`src/rtl/rom_pixel_streamer.sv`:
```
`default_nettype none
// ============================================================================
// Module      : rom_pixel_streamer
// Description : Reads a stored image from the on-chip image ROM and delivers
//               it as a raster-ordered RGB565 pixel stream with valid/ready
//               flow control. Addresses are issued only when the word buffer
//               is certain to have room for the returning word, so ROM data
//               is never dropped under backpressure. Each 32-bit word is
//               unpacked into two pixels, low half first.
// Ports       : clk, rst          - clock (shared with ROM), async active-high reset
//               start             - one-cycle pulse, begins a frame (IDLE only)
//               rom_addr          - registered ROM word address
//               rom_rd_data       - ROM read data, RD_LATENCY edges after rom_addr
//               pix_data/valid    - pixel stream, transfer = valid & ready
//               pix_ready         - downstream accept
//               pix_sof/eol/eof   - start-of-frame / end-of-line / end-of-frame
//               busy, done        - frame in progress / one-cycle completion pulse
// Revision    : 1.0 - initial release
// ============================================================================
module rom_pixel_streamer #(
    parameter int ADDR_WIDTH = 13,
    parameter int DATA_WIDTH = 32,
    parameter int PIX_WIDTH  = 16,
    parameter int H_PIX      = 128,
    parameter int V_LINES    = 128,
    parameter int RD_LATENCY = 2,
    parameter int FIFO_DEPTH = 4
) (
    input  logic                  clk,
    input  logic                  rst,
    input  logic                  start,
    output logic [ADDR_WIDTH-1:0] rom_addr,
    input  logic [DATA_WIDTH-1:0] rom_rd_data,
    output logic [PIX_WIDTH-1:0]  pix_data,
    output logic                  pix_valid,
    input  logic                  pix_ready,
    output logic                  pix_sof,
    output logic                  pix_eol,
    output logic                  pix_eof,
    output logic                  busy,
    output logic                  done
);

    localparam int c_PTR_W = (FIFO_DEPTH > 1) ? $clog2(FIFO_DEPTH) : 1;
    localparam int c_CNT_W = c_PTR_W + 1;
    localparam int c_SUM_W = $clog2(FIFO_DEPTH + RD_LATENCY + 1);
    localparam int c_X_W   = (H_PIX > 1) ? $clog2(H_PIX) : 1;
    localparam int c_Y_W   = (V_LINES > 1) ? $clog2(V_LINES) : 1;

    // Address issued on the edge that moves us into DRAIN is the last word.
    localparam logic [ADDR_WIDTH-1:0] c_PEN_ADDR = ADDR_WIDTH'((2 ** ADDR_WIDTH) - 2);
    localparam logic [c_X_W-1:0]      c_X_LAST   = c_X_W'(H_PIX - 1);
    localparam logic [c_Y_W-1:0]      c_Y_LAST   = c_Y_W'(V_LINES - 1);

    typedef enum logic [1:0] {
        ST_IDLE  = 2'd0,
        ST_RUN   = 2'd1,
        ST_DRAIN = 2'd2
    } state_t;

    state_t                 r_state;
    state_t                 w_state_nxt;

    logic [ADDR_WIDTH-1:0]  r_addr;
    logic [RD_LATENCY-1:0]  r_pipe;
    logic [DATA_WIDTH-1:0]  r_mem [FIFO_DEPTH];
    logic [c_PTR_W-1:0]     r_wr_ptr;
    logic [c_PTR_W-1:0]     r_rd_ptr;
    logic [c_CNT_W-1:0]     r_count;
    logic                   r_half;
    logic [c_X_W-1:0]       r_x;
    logic [c_Y_W-1:0]       r_y;
    logic                   r_done;

    logic [c_SUM_W-1:0]     w_inflight;
    logic [c_SUM_W-1:0]     w_used;
    logic                   w_start_acc;
    logic                   w_issue_run;
    logic                   w_push;
    logic                   w_pop;
    logic                   w_valid;
    logic                   w_xfer;
    logic                   w_sof;
    logic                   w_eol;
    logic                   w_eof;
    logic [DATA_WIDTH-1:0]  w_head;

    // ------------------------------------------------------------------------
    // Credit: buffered words plus words still in the ROM pipe must never
    // exceed the buffer depth, so every returning word has a slot waiting.
    // ------------------------------------------------------------------------
    always_comb begin
        w_inflight = '0;
        for (int i = 0; i < RD_LATENCY; i++) begin
            w_inflight = w_inflight + c_SUM_W'(r_pipe[i]);
        end
    end

    assign w_used      = c_SUM_W'(r_count) + w_inflight;
    assign w_start_acc = (r_state == ST_IDLE) && start;
    assign w_issue_run = (r_state == ST_RUN) && (w_used < c_SUM_W'(FIFO_DEPTH));
    assign w_push      = r_pipe[RD_LATENCY-1];
    assign w_valid     = (r_count != '0);
    assign w_xfer      = w_valid && pix_ready;
    assign w_pop       = w_xfer && r_half;
    assign w_head      = r_mem[r_rd_ptr];

    assign w_sof = w_valid && (r_x == '0) && (r_y == '0);
    assign w_eol = w_valid && (r_x == c_X_LAST);
    assign w_eof = w_eol && (r_y == c_Y_LAST);

    // ------------------------------------------------------------------------
    // Control FSM
    // ------------------------------------------------------------------------
    always_ff @(posedge clk or posedge rst) begin
        if (rst) begin
            r_state <= ST_IDLE;
        end else begin
            r_state <= w_state_nxt;
        end
    end

    always_comb begin
        w_state_nxt = r_state;
        case (r_state)
            ST_IDLE: begin
                if (start) begin
                    w_state_nxt = ST_RUN;
                end
            end
            ST_RUN: begin
                if (w_issue_run && (r_addr == c_PEN_ADDR)) begin
                    w_state_nxt = ST_DRAIN;
                end
            end
            ST_DRAIN: begin
                if (w_xfer && w_eof) begin
                    w_state_nxt = ST_IDLE;
                end
            end
            default: begin
                w_state_nxt = ST_IDLE;
            end
        endcase
    end

    // ------------------------------------------------------------------------
    // Address issue and read-latency tracking. The start edge itself issues
    // address 0; each later issue advances the address by one.
    // ------------------------------------------------------------------------
    always_ff @(posedge clk or posedge rst) begin
        if (rst) begin
            r_addr <= '0;
            r_pipe <= '0;
        end else begin
            if (w_start_acc) begin
                r_addr <= '0;
            end else if (w_issue_run) begin
                r_addr <= r_addr + ADDR_WIDTH'(1);
            end
            r_pipe[0] <= w_start_acc || w_issue_run;
            for (int i = 1; i < RD_LATENCY; i++) begin
                r_pipe[i] <= r_pipe[i-1];
            end
        end
    end

    // ------------------------------------------------------------------------
    // Word buffer
    // ------------------------------------------------------------------------
    always_ff @(posedge clk) begin
        if (w_push) begin
            r_mem[r_wr_ptr] <= rom_rd_data;
        end
    end

    always_ff @(posedge clk or posedge rst) begin
        if (rst) begin
            r_wr_ptr <= '0;
            r_rd_ptr <= '0;
            r_count  <= '0;
        end else begin
            if (w_push) begin
                r_wr_ptr <= r_wr_ptr + c_PTR_W'(1);
            end
            if (w_pop) begin
                r_rd_ptr <= r_rd_ptr + c_PTR_W'(1);
            end
            case ({w_push, w_pop})
                2'b10:   r_count <= r_count + c_CNT_W'(1);
                2'b01:   r_count <= r_count - c_CNT_W'(1);
                default: r_count <= r_count;
            endcase
        end
    end

    // ------------------------------------------------------------------------
    // Unpack position and raster counters, advanced on every transfer
    // ------------------------------------------------------------------------
    always_ff @(posedge clk or posedge rst) begin
        if (rst) begin
            r_half <= 1'b0;
            r_x    <= '0;
            r_y    <= '0;
            r_done <= 1'b0;
        end else begin
            r_done <= (r_state == ST_DRAIN) && w_xfer && w_eof;
            if (w_start_acc) begin
                r_half <= 1'b0;
                r_x    <= '0;
                r_y    <= '0;
            end else if (w_xfer) begin
                r_half <= ~r_half;
                if (w_eol) begin
                    r_x <= '0;
                    r_y <= (r_y == c_Y_LAST) ? '0 : r_y + c_Y_W'(1);
                end else begin
                    r_x <= r_x + c_X_W'(1);
                end
            end
        end
    end

    // ------------------------------------------------------------------------
    // Outputs
    // ------------------------------------------------------------------------
    always_comb begin
        pix_data = '0;
        if (w_valid) begin
            pix_data = r_half ? w_head[PIX_WIDTH +: PIX_WIDTH] : w_head[PIX_WIDTH-1:0];
        end
    end

    assign rom_addr  = r_addr;
    assign pix_valid = w_valid;
    assign pix_sof   = w_sof;
    assign pix_eol   = w_eol;
    assign pix_eof   = w_eof;
    assign busy      = (r_state != ST_IDLE);
    assign done      = r_done;

endmodule
`default_nettype wire

```
`config.mk`:
```
export PLATFORM = sky130hd
export DESIGN_NAME = rom_pixel_streamer
export DESIGN_NICKNAME = d
export VERILOG_FILES = /design/src/rtl/rom_pixel_streamer.sv
export SDC_FILE = /design/constraint.sdc
export NUM_CORES = 1
export LEC_CHECK = 0
export ABC_AREA = 1
export CAP_MARGIN = 20
export CORE_ASPECT_RATIO = 0.6
export CORE_MARGIN = 10
export CORE_UTILIZATION = 57
export DETAILED_ROUTE_END_ITERATION = 12
export PLACE_DENSITY_LB_ADDON = 0.08
export SLEW_MARGIN = 10
export SYNTH_ARGS = -nofsm -noshare
export SYNTH_HDL_FRONTEND = slang
export SYNTH_SLANG_ARGS = --single-unit
```
`constraint.sdc`:
```
create_clock -name clk -period 2 [get_ports clk]
set_input_delay 0.3 -clock clk [delete_from_list [all_inputs] [get_ports clk]]
set_output_delay 0.3 -clock clk [all_outputs]
set_load 0.02 [all_outputs]
```
==> results of run 1 <==
## synth_stat cells
cell type	count	area (sq um)
nor3_2	1	10.0
edfxtp_1	128	3840
o22ai_1	1	6.26
nor2_4	1	11.3
nand2_4	2	22.5
nor3_1	1	5.00
nand2_1	86	323
buf_6	10	113
nand4_1	15	93.8
nand3_2	2	20.0
nand3_1	25	125
buf_2	11	55.1
o21ai_0	83	415
buf_4	2	15.0
clkbuf_1	8	30.0
fa_1	1	20.0
nand4_2	1	12.5
o21ai_2	2	17.5
xnor2_1	3	26.3
a21o_1	5	37.5
nor2_2	5	31.3
xor2_1	5	43.8
o21ai_1	41	205
ha_1	12	150
inv_1	38	143
nor2_1	156	586
nor4_1	2	12.5
or2_2	3	18.8
a21oi_1	4	20.0
o31ai_1	1	7.51
dfrtp_1	40	1000
nand2_2	5	31.3
inv_2	5	18.8
## final timing paths
kind,from,end,slack [ps],depth (start not counted)
worst min register to register,r_pipe[0],r_pipe[1],380,0
worst max register to register,r_count[0],r_count[2],110,11
min in group clk,r_pipe[0],r_pipe[1],380,0
max in group asynchronous,rst,r_x[1],1170,3
worst max-delay path,r_rd_ptr[0],pix_data[2],-170,8
worst min-delay path,rst,r_count[0],210,2
## stage by stage
step,std cells,hold WS (ps)
3_5_place_dp,960,369
6_report,1003,207
2_1_floorplan,705,360
4_1_cts,996,206
3_3_place_gp,960,366
5_1_grt,1003,228
## what timing repair did
item,4_1_cts,5_1_grt
hold buffers,0,0
buffers inserted,3,6
endpoints found under the setup margin,21,20
pin swaps,6,16
resized for setup,117,38
gates cloned,1,2
## power groups by stage
stage,clock network (W),registers [W],logic (W)
2_1_floorplan,0,0.00521,0.00369
3_3_place_gp,0,0.00522,0.00608
3_5_place_dp,0,0.00526,0.00622
4_1_cts,0.00331,0.00523,0.00619
5_1_grt,0.00347,0.00535,0.00722
6_report,0.00329,0.00526,0.00660
## final cells by class
class,instances,share of cell area [%]
Clock inverter,15,1.74
Clock buffer,17,4.52
Timing Repair Buffer,127,13.3
Inverter,43,1.74
Multi-Input combinational cell,463,24.8
Tap cell,170,2.26
Sequential cell,168,51.5
## per-layer routing
layer	vias up	track usage, %
li1	2642	-
met1	2652	26.3
met2	160	29.9
met3	17	3.67
met4	0	6.99
met5	-	0
## kinds of logic (layout without fill, tap and decap cells)
kind of cell,Yosys count,in the layout
AND/OR/NAND/NOR,305,305
buffers and inverters,74,202
XOR/XNOR,8,8
AO/OA/AOI/OAI,137,137
flip-flops,168,168
adder cells (fa/ha/maj),13,13
## registers in the layout, summed over array words and instances, names as in the netlist
signal / count
r_x: 7
r_mem: 128
r_pipe: 2
r_count: 3
r_half: 1
r_rd_ptr: 2
done: 1
r_wr_ptr: 2
r_state: 2
rom_addr: 13
r_y: 7
==> run summary, run 1 <==
Status: finished, violations left
Failing checks: negative setup slack
Post-route cell area: 9410 sq um
Clock Tree Root: clkbuf_16
Routed wire per std cell: 17.7 um
Row Count: 32
Multi-input gate area: 2340 sq um
Pre-CTS setup slack: -216 ps
Initial DRC Count: 425
Post-synthesis xor/xnor area fraction: 0.938%
Met2 WL post-DR: 8240 um
Worst EP required: 1700 ps
Synth Net Count: 754
Cell-internal power: 0.00930 W
Fmax: 462 MHz
Syn Area/Cell: 10.6 sq um
Register area: 4850 sq um
Final ANT Viol Nets: 0
Routed wire length: 17700 um
First-pass DRT Iterations: 5
Worst Path Buf+Inv: 4
CP endpoint kind: output port
Worst relative slew slack: 67.7%
Vias: 5471
Critical path launch point type: register
Final cycle utilization of the critical path: 108%
Net load switching power: 0.00585 W
Mux share of post-synthesis cell area: 0%
RSZ-0062 raised after global routing: yes
Chip height: 109 um
Pwr Total: 0.0151 W
Hold Path Class: in -> async
Largest family of logic cells by synthesized area: simple AND/OR/NAND/NOR gates
Max Cap Viol: 0
CTS tree: yes
Seq cells post-synth: 168
Commonest non-fill, non-tap cell in the layout: nor2_1
WP data arrival: 1870 ps
Core area: 12900 sq um
Hold Fails Final Rpt: 0
Clock sink total: 168
Most frequent cells in the layout: nor2_1 (144), edfxtp_1 (128), nand2_1 (86)
First-pass GRT wire length: 28000 um
Seq/Total Area, Yosys: 64.8%
WL met3: 1010 um
Num CTS Buffers: 17
Worst-margin pin slew: 483 ps
PwrDens: 1610 nW/um^2
Yosys warns: 0
Via density: 5.45
Simple-gate share of the synthesized area: 17.4%
RePlAce Congestion: 0.897
Initial Util: 58.1%
Layout cell share with drive strength beyond 1: 19.1%
Vias in the first global route: 5433
Worst clock skew: 10.7 ps
Finished Core Util: 73.2%
Die width: 168 um
Met1 wire length: 8290 um
Tot GR Track Use: 19.1%
Top Metal Used: met4
Worst Slack Setup Final: -166 ps
Mapped Area: 7470 sq um
# setup viols final: 16
VDD IR max: 1000 uV
Area fraction in compound gates after synthesis: 9.50%
Largest delay share family, worst path: buffers and inverters
Reg clk slew, reported paths: 70 ps
Area growth syn-to-layout: 25.9%
DP Area: 8640 sq um
CP cell instances: inv_4 > buf_12 > buf_12 > o21ai_0 > o21ai_1 > nor2_1 > nor2_1 > buf_4
Combinational share of power: 43.6%
NumNets Final: 869
Flop pwr share: 34.7%
Later-pin clock latency in the skew report: 420 ps
Post-layout min period: 2170 ps
Slowest cell on the critical path: dfrtp_2
Synth Area in Adders: 2.28%
Fillers: 901
Crit Path Category: reg -> out
H-tree levels: 4
Crit path max fanout: 14
Netlist cell types: 33
Switching share of total power: 38.6%
Power share of the clock group: 21.7%
IO Pins: 71
GRT overflow: 0
Number of I/O port buffers: 70
Drt drc: 0
Pin count of the biggest net entering global routing: 34
Initial antenna violation count: 0
Leakage: 3.77 nW
Slowest stage delay, CP: 480 ps
Setup TNS: -1740 ps
DIE AREA: 18200 sq um
Deepest clock path buffer count: 2
Synth Instances: 705
Diodes inserted: 0
Post-DP HPWL: 11100 um
Max Slew Vio Count: 0
Power figures use the tool's default switching activity.
==> run 2, diff against run 1 <==
CAP_MARGIN = unset   (was 20)
SETUP_SLACK_MARGIN = 0.5   (was unset)
==> run summary, run 2 (synthesis results as in run 1) <==
Core area: 12900 sq um
Failing checks: negative setup slack
Vias: 6213
Slowest stage delay, CP: 490 ps
Routed wire per std cell: 21.7 um
Setup TNS: -3550 ps
Most frequent cells in the layout: edfxtp_1 (128), nor2_1 (124), buf_4 (62)
PwrDens: 1720 nW/um^2
DIE AREA: 18200 sq um
# setup viols final: 16
Diodes inserted: 0
Hold Fails Final Rpt: 0
Worst clock skew: 11.4 ps
RSZ-0062 raised after global routing: yes
Pin count of the biggest net entering global routing: 33
CP endpoint kind: output port
Fillers: 655
NumNets Final: 921
Final cycle utilization of the critical path: 114%
Critical path launch point type: register
Worst Slack Setup Final: -271 ps
Post-DP HPWL: 12300 um
Crit path max fanout: 22
Via density: 5.89
Slowest cell on the critical path: dfrtp_2
Initial antenna violation count: 0
Chip height: 109 um
Initial DRC Count: 681
Initial Util: 58.1%
Max Cap Viol: 0
Worst EP required: 1700 ps
Area growth syn-to-layout: 41.9%
Layout cell share with drive strength beyond 1: 38.6%
Worst relative slew slack: 65.4%
Num CTS Buffers: 17
Commonest non-fill, non-tap cell in the layout: edfxtp_1
WP data arrival: 1970 ps
Deepest clock path buffer count: 2
First-pass GRT wire length: 31000 um
Drt drc: 0
VDD IR max: 1000 uV
First-pass DRT Iterations: 5
Largest delay share family, worst path: buffers and inverters
Worst-margin pin slew: 519 ps
CP cell instances: inv_4 > buf_12 > nor2_1 > o21ai_2 > o21ai_1 > buf_4 > nor2_2 > buf_6
Worst-case hold slack: 212 ps
IO Pins: 71
Status: finished, violations left
Final ANT Viol Nets: 0
Worst Path Buf+Inv: 4
GRT overflow: 0
Routed wire length: 22900 um
H-tree levels: 4
Hold Path Class: in -> async
Later-pin clock latency in the skew report: 420 ps
RePlAce Congestion: 0.933
Vias in the first global route: 5797
Die width: 168 um
Fmax: 440 MHz
Crit Path Category: reg -> out
Clock Tree Root: clkbuf_16
Max Slew Vio Count: 0
Row Count: 32
Reg clk slew, reported paths: 70 ps
Clock sink total: 168
Largest reg by FF count: r_mem
Post-layout min period: 2270 ps
CTS tree: yes
Hold Buf Count CTS: 0
Tot GR Track Use: 21.5%
Number of I/O port buffers: 70
Leakage: 4.19 nW
Max reg flops: 128
-- run 2: worst reg2reg max path: cells and delay by family (launching register included) --
kind	cells	cell delay, ps
DFF	1	410
and+or+nand+nor	8	670
adders and majority gates	1	270
buffers and inverters	4	520
-- run 2: final timing paths --
check / cells after the start / slack [ps] / from / to
hold reg to reg: 1 / 440 / r_state[0] / done
min in group clk: 1 / 440 / r_state[0] / done
setup reg to reg: 13 / 30 / r_count[0] / rom_addr[10]
max in group asynchronous: 3 / 1160 / rst / rom_addr[3]
setup / recovery: 8 / -270 / r_rd_ptr[0] / pix_data[9]
hold / removal: 2 / 210 / rst / r_wr_ptr[0]
-- run 2: final cells by class --
cell class / count / area (sq um) / area share (%)
clock buffers: 18 / 429 / 4.05
clock inverters: 14 / 130 / 1.23
inverters: 43 / 196 / 1.85
multi-input cells: 463 / 2850 / 26.9
flip-flops and latches: 168 / 4860 / 45.8
well taps: 170 / 213 / 2.01
repair buffers: 178 / 1920 / 18.1
repair inverters: 1 / 7.51 / 0.0708
-- run 2: repair_timing --
item                                   in CTS  in global routing
setup endpoints to repair                 103                 89
endpoints found under the hold margin       0                  0
pin swaps                                  31                 35
gates cloned                                5                  6
gates resized for setup                   273                121
buffers inserted                           23                 22
-- run 2: through the flow --
| step | worst slack [ps] | utilization [%] | total power [W] | cells | instance area [sq um] |
|---|---|---|---|---|---|
| 2_1_floorplan | 263 | - | 0.00913 | 705 | 7570 |
| 3_3_place_gp | -229 | 68.2 | 0.0117 | 967 | 8760 |
| 3_5_place_dp | -262 | 68.2 | 0.0119 | 967 | 8760 |
| 4_1_cts | -243 | 77.1 | 0.0165 | 1027 | 9910 |
| 5_1_grt | -357 | 82.5 | 0.0190 | 1055 | 10600 |
| 6_report | -271 | 82.5 | 0.0182 | 1055 | 10600 |
-- run 2: per-layer routing --
metal	wire (um)	track usage [%]
met1	9390	28.6
met2	11400	35.8
met3	1690	4.02
met4	427	5.82
met5	0	0
-- run 2: power by group --
group,leakage [nW],internal [W],switching (W)
registers,1.67,0.00481,0.000558
logic,2.25,0.00421,0.00547
clock network,0.270,0.00165,0.00151
total,4.19,0.0107,0.00754
